$ cat src/rtl/arrow_pool.sv
// Multi-slot arrow manager: spawns arrows through a valid/ready handshake, advances
// them once per frame toward the player, resolves shield blocks / hits, and renders them.
module arrow_pool #(
  parameter int          N_ARROWS   = 4,
  parameter int          WIDTH      = 8,
  parameter int          HEIGHT     = 32,
  parameter int          CX         = 512,
  parameter int          CY         = 384,
  parameter int          START_DIST = 384,
  parameter int          SHIELD_LO  = 64,
  parameter int          SHIELD_HI  = 96,
  parameter logic [11:0] COLOR_V    = 12'hF00,
  parameter logic [11:0] COLOR_H    = 12'h0CF
) (
  input  logic                              clk,
  input  logic                              rst,
  input  logic [10:0]                       hcount_in,
  input  logic [9:0]                        vcount_in,
  input  logic                              spawn_valid,
  input  logic [1:0]                        spawn_dir,
  input  logic [2:0]                        spawn_speed,
  output logic                              spawn_ready,
  input  logic [1:0]                        shield_dir_in,
  output logic [11:0]                       pixel_out,
  output logic                              valid_out,
  output logic                              blocked,
  output logic                              hit_player,
  output logic [$clog2(N_ARROWS+1)-1:0]     hit_count,
  output logic [$clog2(N_ARROWS+1)-1:0]     active_count
);

  localparam int CW = $clog2(N_ARROWS + 1);
  localparam int IW = (N_ARROWS > 1) ? $clog2(N_ARROWS) : 1;

  localparam logic [9:0]  START_10 = 10'(START_DIST);
  localparam logic [9:0]  LO_10    = 10'(SHIELD_LO);
  localparam logic [9:0]  HI_10    = 10'(SHIELD_HI);
  localparam logic [10:0] CX_11    = 11'(CX);
  localparam logic [10:0] CY_11    = 11'(CY);
  localparam logic [10:0] W_11     = 11'(WIDTH);
  localparam logic [10:0] H_11     = 11'(HEIGHT);

  typedef enum logic [1:0] {
    DIR_TOP    = 2'd0,
    DIR_BOTTOM = 2'd1,
    DIR_LEFT   = 2'd2,
    DIR_RIGHT  = 2'd3
  } dir_e;

  logic [N_ARROWS-1:0] active_q, active_d;
  dir_e                dir_q   [N_ARROWS];
  dir_e                dir_d   [N_ARROWS];
  logic [2:0]          speed_q [N_ARROWS];
  logic [2:0]          speed_d [N_ARROWS];
  logic [9:0]          dist_q  [N_ARROWS];
  logic [9:0]          dist_d  [N_ARROWS];

  logic          blocked_q, blocked_d;
  logic          hit_player_q, hit_player_d;
  logic [CW-1:0] hit_count_q, hit_count_d;

  logic          tick;
  logic [9:0]    d_next [N_ARROWS];
  logic [IW-1:0] free_idx;

  assign tick        = (hcount_in == 11'd0) && (vcount_in == 10'd0);
  assign spawn_ready = |(~active_q);

  always_comb begin
    for (int i = 0; i < N_ARROWS; i++) begin
      d_next[i] = (dist_q[i] > {7'd0, speed_q[i]}) ? dist_q[i] - {7'd0, speed_q[i]} : 10'd0;
    end
  end

  // Lowest-index free slot; the descending scan lets the lowest index win.
  always_comb begin
    free_idx = '0;
    for (int i = N_ARROWS - 1; i >= 0; i--) begin
      if (!active_q[i]) free_idx = IW'(i);
    end
  end

  // NOTE: every output of this block gets a default first, so no path infers a latch.
  always_comb begin
    active_d     = active_q;
    dir_d        = dir_q;
    speed_d      = speed_q;
    dist_d       = dist_q;
    blocked_d    = 1'b0;
    hit_player_d = 1'b0;
    hit_count_d  = '0;

    if (tick) begin
      for (int i = 0; i < N_ARROWS; i++) begin
        if (active_q[i]) begin
          if ((dir_q[i] == dir_e'(shield_dir_in)) && (d_next[i] >= LO_10) && (d_next[i] <= HI_10)) begin
            active_d[i] = 1'b0;
            blocked_d   = 1'b1;
          end else if (d_next[i] == 10'd0) begin
            active_d[i]  = 1'b0;
            hit_player_d = 1'b1;
            hit_count_d  = hit_count_d + CW'(1);
          end else begin
            dist_d[i] = d_next[i];
          end
        end
      end
    end

    // The chosen slot was free before the tick, so it never collides with the advance above.
    if (spawn_valid && spawn_ready) begin
      active_d[free_idx] = 1'b1;
      dir_d[free_idx]    = dir_e'(spawn_dir);
      speed_d[free_idx]  = spawn_speed;
      dist_d[free_idx]   = START_10;
    end
  end

  // NOTE: state registers use non-blocking assignments so all flops update together.
  always_ff @(posedge clk) begin
    if (rst) begin
      active_q     <= '0;
      blocked_q    <= 1'b0;
      hit_player_q <= 1'b0;
      hit_count_q  <= '0;
    end else begin
      active_q     <= active_d;
      blocked_q    <= blocked_d;
      hit_player_q <= hit_player_d;
      hit_count_q  <= hit_count_d;
    end
  end

  // NOTE: slot payload is left unreset; it is only ever observed through active_q.
  always_ff @(posedge clk) begin
    dir_q   <= dir_d;
    speed_q <= speed_d;
    dist_q  <= dist_d;
  end

  assign blocked    = blocked_q;
  assign hit_player = hit_player_q;
  assign hit_count  = hit_count_q;

  always_comb begin
    active_count = '0;
    for (int i = 0; i < N_ARROWS; i++) begin
      if (active_q[i]) active_count = active_count + CW'(1);
    end
  end

  logic [10:0] pos_x [N_ARROWS];
  logic [10:0] pos_y [N_ARROWS];
  logic [10:0] v_11;
  logic [N_ARROWS-1:0] covers;
  logic [N_ARROWS-1:0] is_vert;

  assign v_11 = {1'b0, vcount_in};

  always_comb begin
    for (int i = 0; i < N_ARROWS; i++) begin
      pos_x[i]   = CX_11;
      pos_y[i]   = CY_11;
      is_vert[i] = (dir_q[i] == DIR_TOP) || (dir_q[i] == DIR_BOTTOM);
      case (dir_q[i])
        DIR_TOP:    pos_y[i] = CY_11 - {1'b0, dist_q[i]};
        DIR_BOTTOM: pos_y[i] = CY_11 + {1'b0, dist_q[i]};
        DIR_LEFT:   pos_x[i] = CX_11 - {1'b0, dist_q[i]};
        default:    pos_x[i] = CX_11 + {1'b0, dist_q[i]};
      endcase
      if (is_vert[i]) begin
        covers[i] = active_q[i]
                    && (hcount_in >= pos_x[i]) && (hcount_in < pos_x[i] + W_11)
                    && (v_11 >= pos_y[i])      && (v_11 < pos_y[i] + H_11);
      end else begin
        covers[i] = active_q[i]
                    && (hcount_in >= pos_x[i]) && (hcount_in < pos_x[i] + H_11)
                    && (v_11 >= pos_y[i])      && (v_11 < pos_y[i] + W_11);
      end
    end
  end

  always_comb begin
    pixel_out = 12'h000;
    for (int i = N_ARROWS - 1; i >= 0; i--) begin
      if (covers[i]) pixel_out = is_vert[i] ? COLOR_V : COLOR_H;
    end
  end

  assign valid_out = |covers;

endmodule
$ cat config.mk
export PLATFORM = sky130hd
export DESIGN_NAME = arrow_pool
export DESIGN_NICKNAME = d
export VERILOG_FILES = /design/src/rtl/arrow_pool.sv
export SDC_FILE = /design/constraint.sdc
export NUM_CORES = 1
export LEC_CHECK = 0
export ABC_AREA = 1
export CORE_MARGIN = 2
export CORE_UTILIZATION = 40
export DETAILED_ROUTE_END_ITERATION = 12
export DONT_BUFFER_PORTS = 1
export PLACE_DENSITY_LB_ADDON = 0.1
export SETUP_SLACK_MARGIN = 0.15
export SLEW_MARGIN = 20
export SYNTH_ARGS = -nofsm -noshare
export SYNTH_HDL_FRONTEND = slang
export SYNTH_SLANG_ARGS = --single-unit
$ cat constraint.sdc
create_clock -name clk -period 13.9 [get_ports clk]
set_input_delay 4.17 -clock clk [delete_from_list [all_inputs] [get_ports clk]]
set_output_delay 4.17 -clock clk [all_outputs]
set_load 0.02 [all_outputs]
# Word-level counts from Yosys, hierarchy flattened
# Cells that the tools add are included.
# op_classes
addsub,42
bitwise,7
eq_ne,12
order_cmp,40
n_mux,105
reduce_logical,61
# op_table
op,n
11-bit one-hot mux with 2 select lines,8
10-bit 2-to-1 mux,17
12-bit 2-to-1 mux,8
11-bit by 4-bit adder with 11-bit output (second input constant),8
11-bit by 6-bit adder with 11-bit output (second input constant),8
10-bit by 11-bit < comparator with 1-bit output,8
11-bit < comparator,8
40-bit 2-to-1 mux,2
10-bit logical NOT,5
3-bit 2-to-1 mux,16
10-bit by 10-bit adder with 11-bit output (first input constant),4
9-bit by 10-bit adder with 11-bit output (first input constant),4
10-bit by 11-bit >= comparator with 1-bit output,4
11-bit >= comparator,4
10-bit by 10-bit subtractor with 11-bit output (first input constant),4
9-bit by 10-bit subtractor with 11-bit output (first input constant),4
1-bit 2-to-1 mux,41
10-bit by 7-bit >= comparator with 1-bit output (second input constant),4
10-bit by 3-bit greater-than comparator with 1-bit output,4
10-bit by 7-bit <= comparator with 1-bit output (second input constant),4
1-bit logical AND,40
10-bit by 3-bit subtractor with 10-bit output,4
32-bit AND,1
32-bit NOT,1
other kinds (26),56
# totals
word_cells,283
out_inout_bits,22
regBits,69

# Depth between registers and ports, before layout
# depth
ltp_word,22
mapped_depth,30
ltp_nobuf,29

# Worst setup path before layout
# No wires, ideal clock.
# synth_timing
kind,in2out
startpoint,input port vcount_in[3]
endpoint,output port pixel_out[1]
cell_stages,15
n_path_buf,1
arrival_ps,6033
slack_ps,3697
t_required_ps,9730
path_cell_list,ha_1 -> or3b_2 -> nor2_1 -> o21a_1 -> o21ai_0 -> nand2_1 -> nand2_1 -> nand2_1 -> nand2_1 -> nand3_1 -> nand2_1 -> inv_1 -> nand2_1 -> nand2_1 -> buf_4
# synth_between
elab_chain_len,8
word_cells_on_any_way,36
classes_between,order compare (12); mux (8); reduce/logical (16)
# synth_lines
element,line_no,source
start: declaration,18,"input logic [9:0] vcount_in,"
10-bit by 11-bit >= comparator with 1-bit output,"174, 178",
1-bit logical AND (on tied branches) (2 in a row),"178, 174",
1-bit 2-to-1 mux,171,if (is_vert[i]) begin
12-bit 2-to-1 mux (3 in a row),186,if (covers[i]) pixel_out = is_vert[i] ? COLOR_V : COLOR_H;
12-bit 2-to-1 mux (*),186,
end: declaration,24,"output logic [11:0] pixel_out,"
# Every way passes the cells marked *; elsewhere a longest branch is shown, timed or not.

# Final worst setup path
# layout_timing
startpoint,input port hcount_in[2]
endpoint,output port pixel_out[10]
# layout_between
elab_chain_len,10
word_cells_on_any_way,48
classes_between,order compare (12); mux (8); reduce/logical (28)
# layout_lines
element,line_no,source
start: declaration,17,"input logic [10:0] hcount_in,"
11-bit >= comparator,"173, 177",
1-bit logical AND,"173, 177",
1-bit logical AND (on tied branches),"177, 173",
1-bit logical AND (on tied branches) (2 in a row),"178, 174",
1-bit 2-to-1 mux,171,
12-bit 2-to-1 mux (3 in a row),186,
12-bit 2-to-1 mux (*),186,
# Marks and branches as above.

==> reports/results.txt <==
The run finished with clean final reports. The chip width is 182 um, and the total number of vias is 12400. The most instantiated flip-flop cell in the synthesis netlist is sky130_fd_sc_hd__dfxtp_1.

For this design the ratio of total power to cell area is 52.5 nW/um^2. Entering global routing, the biggest net connects 14 pins. The logs give 0.33 ns for the insertion delay of the later-clocked pin in the worst-skew pair and 1760 um for the sum of met3 wire segment lengths after detailed routing. The worst path in the final design needs a cycle of 10.66 ns, including I/O delays and setup.

The wire length of the first global-routing pass is 62100 um. For the via count of the first global-routing pass, the log shows 11700. Ranked by total cell area, the synthesized netlist is headed by sky130_fd_sc_hd__ha_1, sky130_fd_sc_hd__nand2_1, sky130_fd_sc_hd__inv_1. Measured along the y axis, the die boundary spans 182 um. For this design, the CTS-stage hold fixing added 0 buffers. Terminating pin of the worst hold path: dist_q[20]$_DFF_P_. The tools report the final layout net count as 2234. VDD sags by at most 65.2 uV. The clock skew is 0.00701 ns, and the number of fill cells is 3394.

Before antenna repair, the detailed router went through 5 iterations. Kind of path behind the tightest hold check: reg2reg. The number of antenna violations at the first check in global routing was 1; the number of hold violations in the final report was 0. For the pin with the worst max-slew slack, the measured transition is 1.04 ns. The number of clock buffers added by TritonCTS is 9. For the synthesized netlist cell count, the log shows 1973. TritonCTS built the clock tree. For this design the top-level I/O count stands at 53. The sequential element share of the synthesized area was 12.4%; the data required time at the worst endpoint was 9.73 ns.

0 antenna diodes ended up in the layout. The total leakage power was 6.63 nW. The detailed router put a total of 19900 um of wire on met1.

In this run the core area contains 65 standard-cell rows. The fraction of synthesis flops using an asynchronous set or reset pin came out at 0%. The clock-pin slew on the worst setup and hold paths is 0.05 ns, and the maximum net fanout on the critical path is 5.

Setup violations remaining at the end of the flow were counted as 0. Walking the worst path, the cells encountered are ha_1, nand2_1, o21ai_0, nand3_1, nand3_1, o211ai_1, a21oi_1, nand4_1, nand2_1, nand2_1, nand2_1, nand2_1, nand2_1. The run gives 12700 um^2 as the post-synthesis instance area. The detail route stage leaves a number of antenna-violating nets equal to 0.

Of the cells placed in the final design, the portion with a size suffix greater than 1 is 6.43%. The synthesized area per cell was 6.45 um^2. The startpoint of the lowest-slack hold path was dist_q[20]$_DFF_P_.

The number of synthesized flops with an enable pin came out at 20. Excluding fillers, the count of instances in the completed layout stands at 2363. The most common cell after layout, fill and taps aside is sky130_fd_sc_hd__nand2_1. Across every metal layer, demand over resource in global routing totals 23.3%. In the routed design, unresolved DRC markers number 0. The sink count of the clock tree is 69, and the number of port buffers is 0. Derived from the worst setup path, the maximum achievable clock frequency is 93.8 MHz.

The end-of-flow core utilization was 42.3%. Setup repair after global routing left no endpoint under its margin. The setup check on the worst reg-to-reg path leaves a slack of 9.94 ns. The number of cells in the design after placement came out at 2347. The worst hold path was traced through 2 stages.

Detailed placement finished with a half-perimeter wire length of 32700 um. In this run the tightest slew margin relative to its limit is 30.0%. Data on the critical path arrives at its endpoint at 6.49 ns. Once the floorplan was initialized, standard cells occupied 40.4% of the core. The run gives 3.24 ns as the final critical-path setup slack. No sink is reached through more buffers than the 2 on the longest clock path. For this run, the slowest stage of the critical path takes 0.58 ns. The sort of element at the start of the critical path is an input pin. Routability-driven placement finished with a final weighted congestion of 0.908.

The die area is 33300 um^2, and the number of synthesis warnings is 0. After detailed routing, the number of vias per cell comes to 5.25. The run gives 0 ns as the final sum of negative setup slack. The wire length after detailed routing is 38400 um. For the number of different library cells in the post-synthesis netlist, the log shows 64. The quantity of gates resized following cts came out at 0.

Across the run, the number of max-cap violations was 0. In this run the number of H-tree levels came out at 3. The startpoint of the worst register-to-register path is dist_q[30]$_DFF_P_. The endpoint identified for the worst register-to-register timing path is hit_count[1]$_SDFF_PP0_. In this run the standard cell core region covers 31500 um^2. After the first detailed-routing iteration, the DRC count stood at 746. Detailed routing placed a total of 16200 um of wire on met2. On the critical path, the stage with the largest delay is an instance of sky130_fd_sc_hd__nand2_1.

Routed signal wires occupy layers up through met5. Dividing the detail-routed wire length by the instance count gives 16.3 um. The count of final max-slew check failures came out at 0. The most frequent cell on the critical path is sky130_fd_sc_hd__nand2_1.

The biggest area contributor in the post-synthesis netlist is sky130_fd_sc_hd__ha_1. The worst setup path is of the in2out kind. For the worst flop-to-flop path, the logic depth is 24. The area growth from synthesis to layout is 4.70%. Dividing the final minimum period by the clock period gives 76.7%.

The number of register bits inferred by synthesis is 69. The tools report the capturing element type of the critical path as an output port. The tools report the library cell used as clock root buffer as sky130_fd_sc_hd__clkbuf_16. Before CTS, the worst setup slack after placement is 2.95 ns.

The top cell types in the final layout, fill and taps aside, are sky130_fd_sc_hd__nand2_1, sky130_fd_sc_hd__inv_1, sky130_fd_sc_hd__ha_1. The aggregate global routing overflow was 0; the fraction of post-synthesis cell area in the top cell type by area was 23.9%. Once the clock tree was built, the setup fixing pass inserted 0 buffers.
[how the worst max path moves through the flow]
stage,end,from,cells past startpoint,slack [ns]
floorplan,pixel_out[1],vcount_in[3],15,3.70
global placement,pixel_out[0],hcount_in[2],13,3.07
detailed placement,pixel_out[0],hcount_in[2],13,2.95
CTS,pixel_out[0],hcount_in[2],13,2.95
global route,pixel_out[8],hcount_in[2],13,2.96
finish,pixel_out[10],hcount_in[2],13,3.24
[kinds of logic after synthesis]
kind of cell             share of synthesized area [%]
AO/OA/AOI/OAI                                     13.1
buffers and inverters                             10.6
AND/OR/NAND/NOR                                   33.5
flip-flops                                        12.4
other                                           0.0295
adder cells (fa/ha/maj)                           24.5
XOR/XNOR                                          5.91
[flip-flops by register name, summed over array words and instances (netlist names)]
signal      cells
hit_count       3
active_q        4
dir_q           8
dist_q         40
blocked         1
speed_q        12
hit_player      1
[critical path, delay by kind of cell]
kind,cells,cell delay [ns]
AO/OA/AOI/OAI,3,0.77
adder cells (fa/ha/maj),1,0.30
AND/OR/NAND/NOR,9,1.25
[metrics by stage]
stage	cell area (um^2)	hold WS, ns	total power [W]
floorplan	12700	0.519	0.000423
global placement	13000	0.586	0.000476
detailed placement	13000	0.590	0.000478
CTS	13300	0.606	0.000705
global route	13300	0.635	0.000753
finish	13300	0.603	0.000699
[power breakdown]
group          internal [W]  switching, W  leakage [nW]  total, W
combinational     0.0000915      0.000155          5.91  0.000246
clock              0.000138     0.0000851         0.137  0.000223
sequential         0.000215     0.0000156         0.581  0.000230
total              0.000444      0.000255          6.63  0.000699
[cell usage after synthesis (all sizes together), types with 7 or more instances]
library cell	instances
a211oi	8
edfxtp	20
nand2	519
o21a	7
o22ai	31
buf	25
nor3	26
nand4	36
xnor2	23
xor2	62
inv	301
o21ai	97
a21oi	116
nor2	196
dfxtp	49
o211ai	11
nand3b	14
ha	243
nand3	135
[per-layer routing]
layer	vias up	track usage, %
li1	6470	-
met4	2	4.74
met5	-	0
met3	27	2.37
met2	238	36.8
met1	5677	34.3
[cell type report]
type	instances	area (um^2)	area share, %
clock buffers	11	233	1.75
clock inverters	5	51.3	0.385
inverters	303	1140	8.56
multi-input cells	1572	9810	73.6
flip-flops and latches	69	1580	11.9
well taps	402	503	3.78
repair buffers	1	7.51	0.0563
Note: power is estimated with default switching activity, not from simulation.
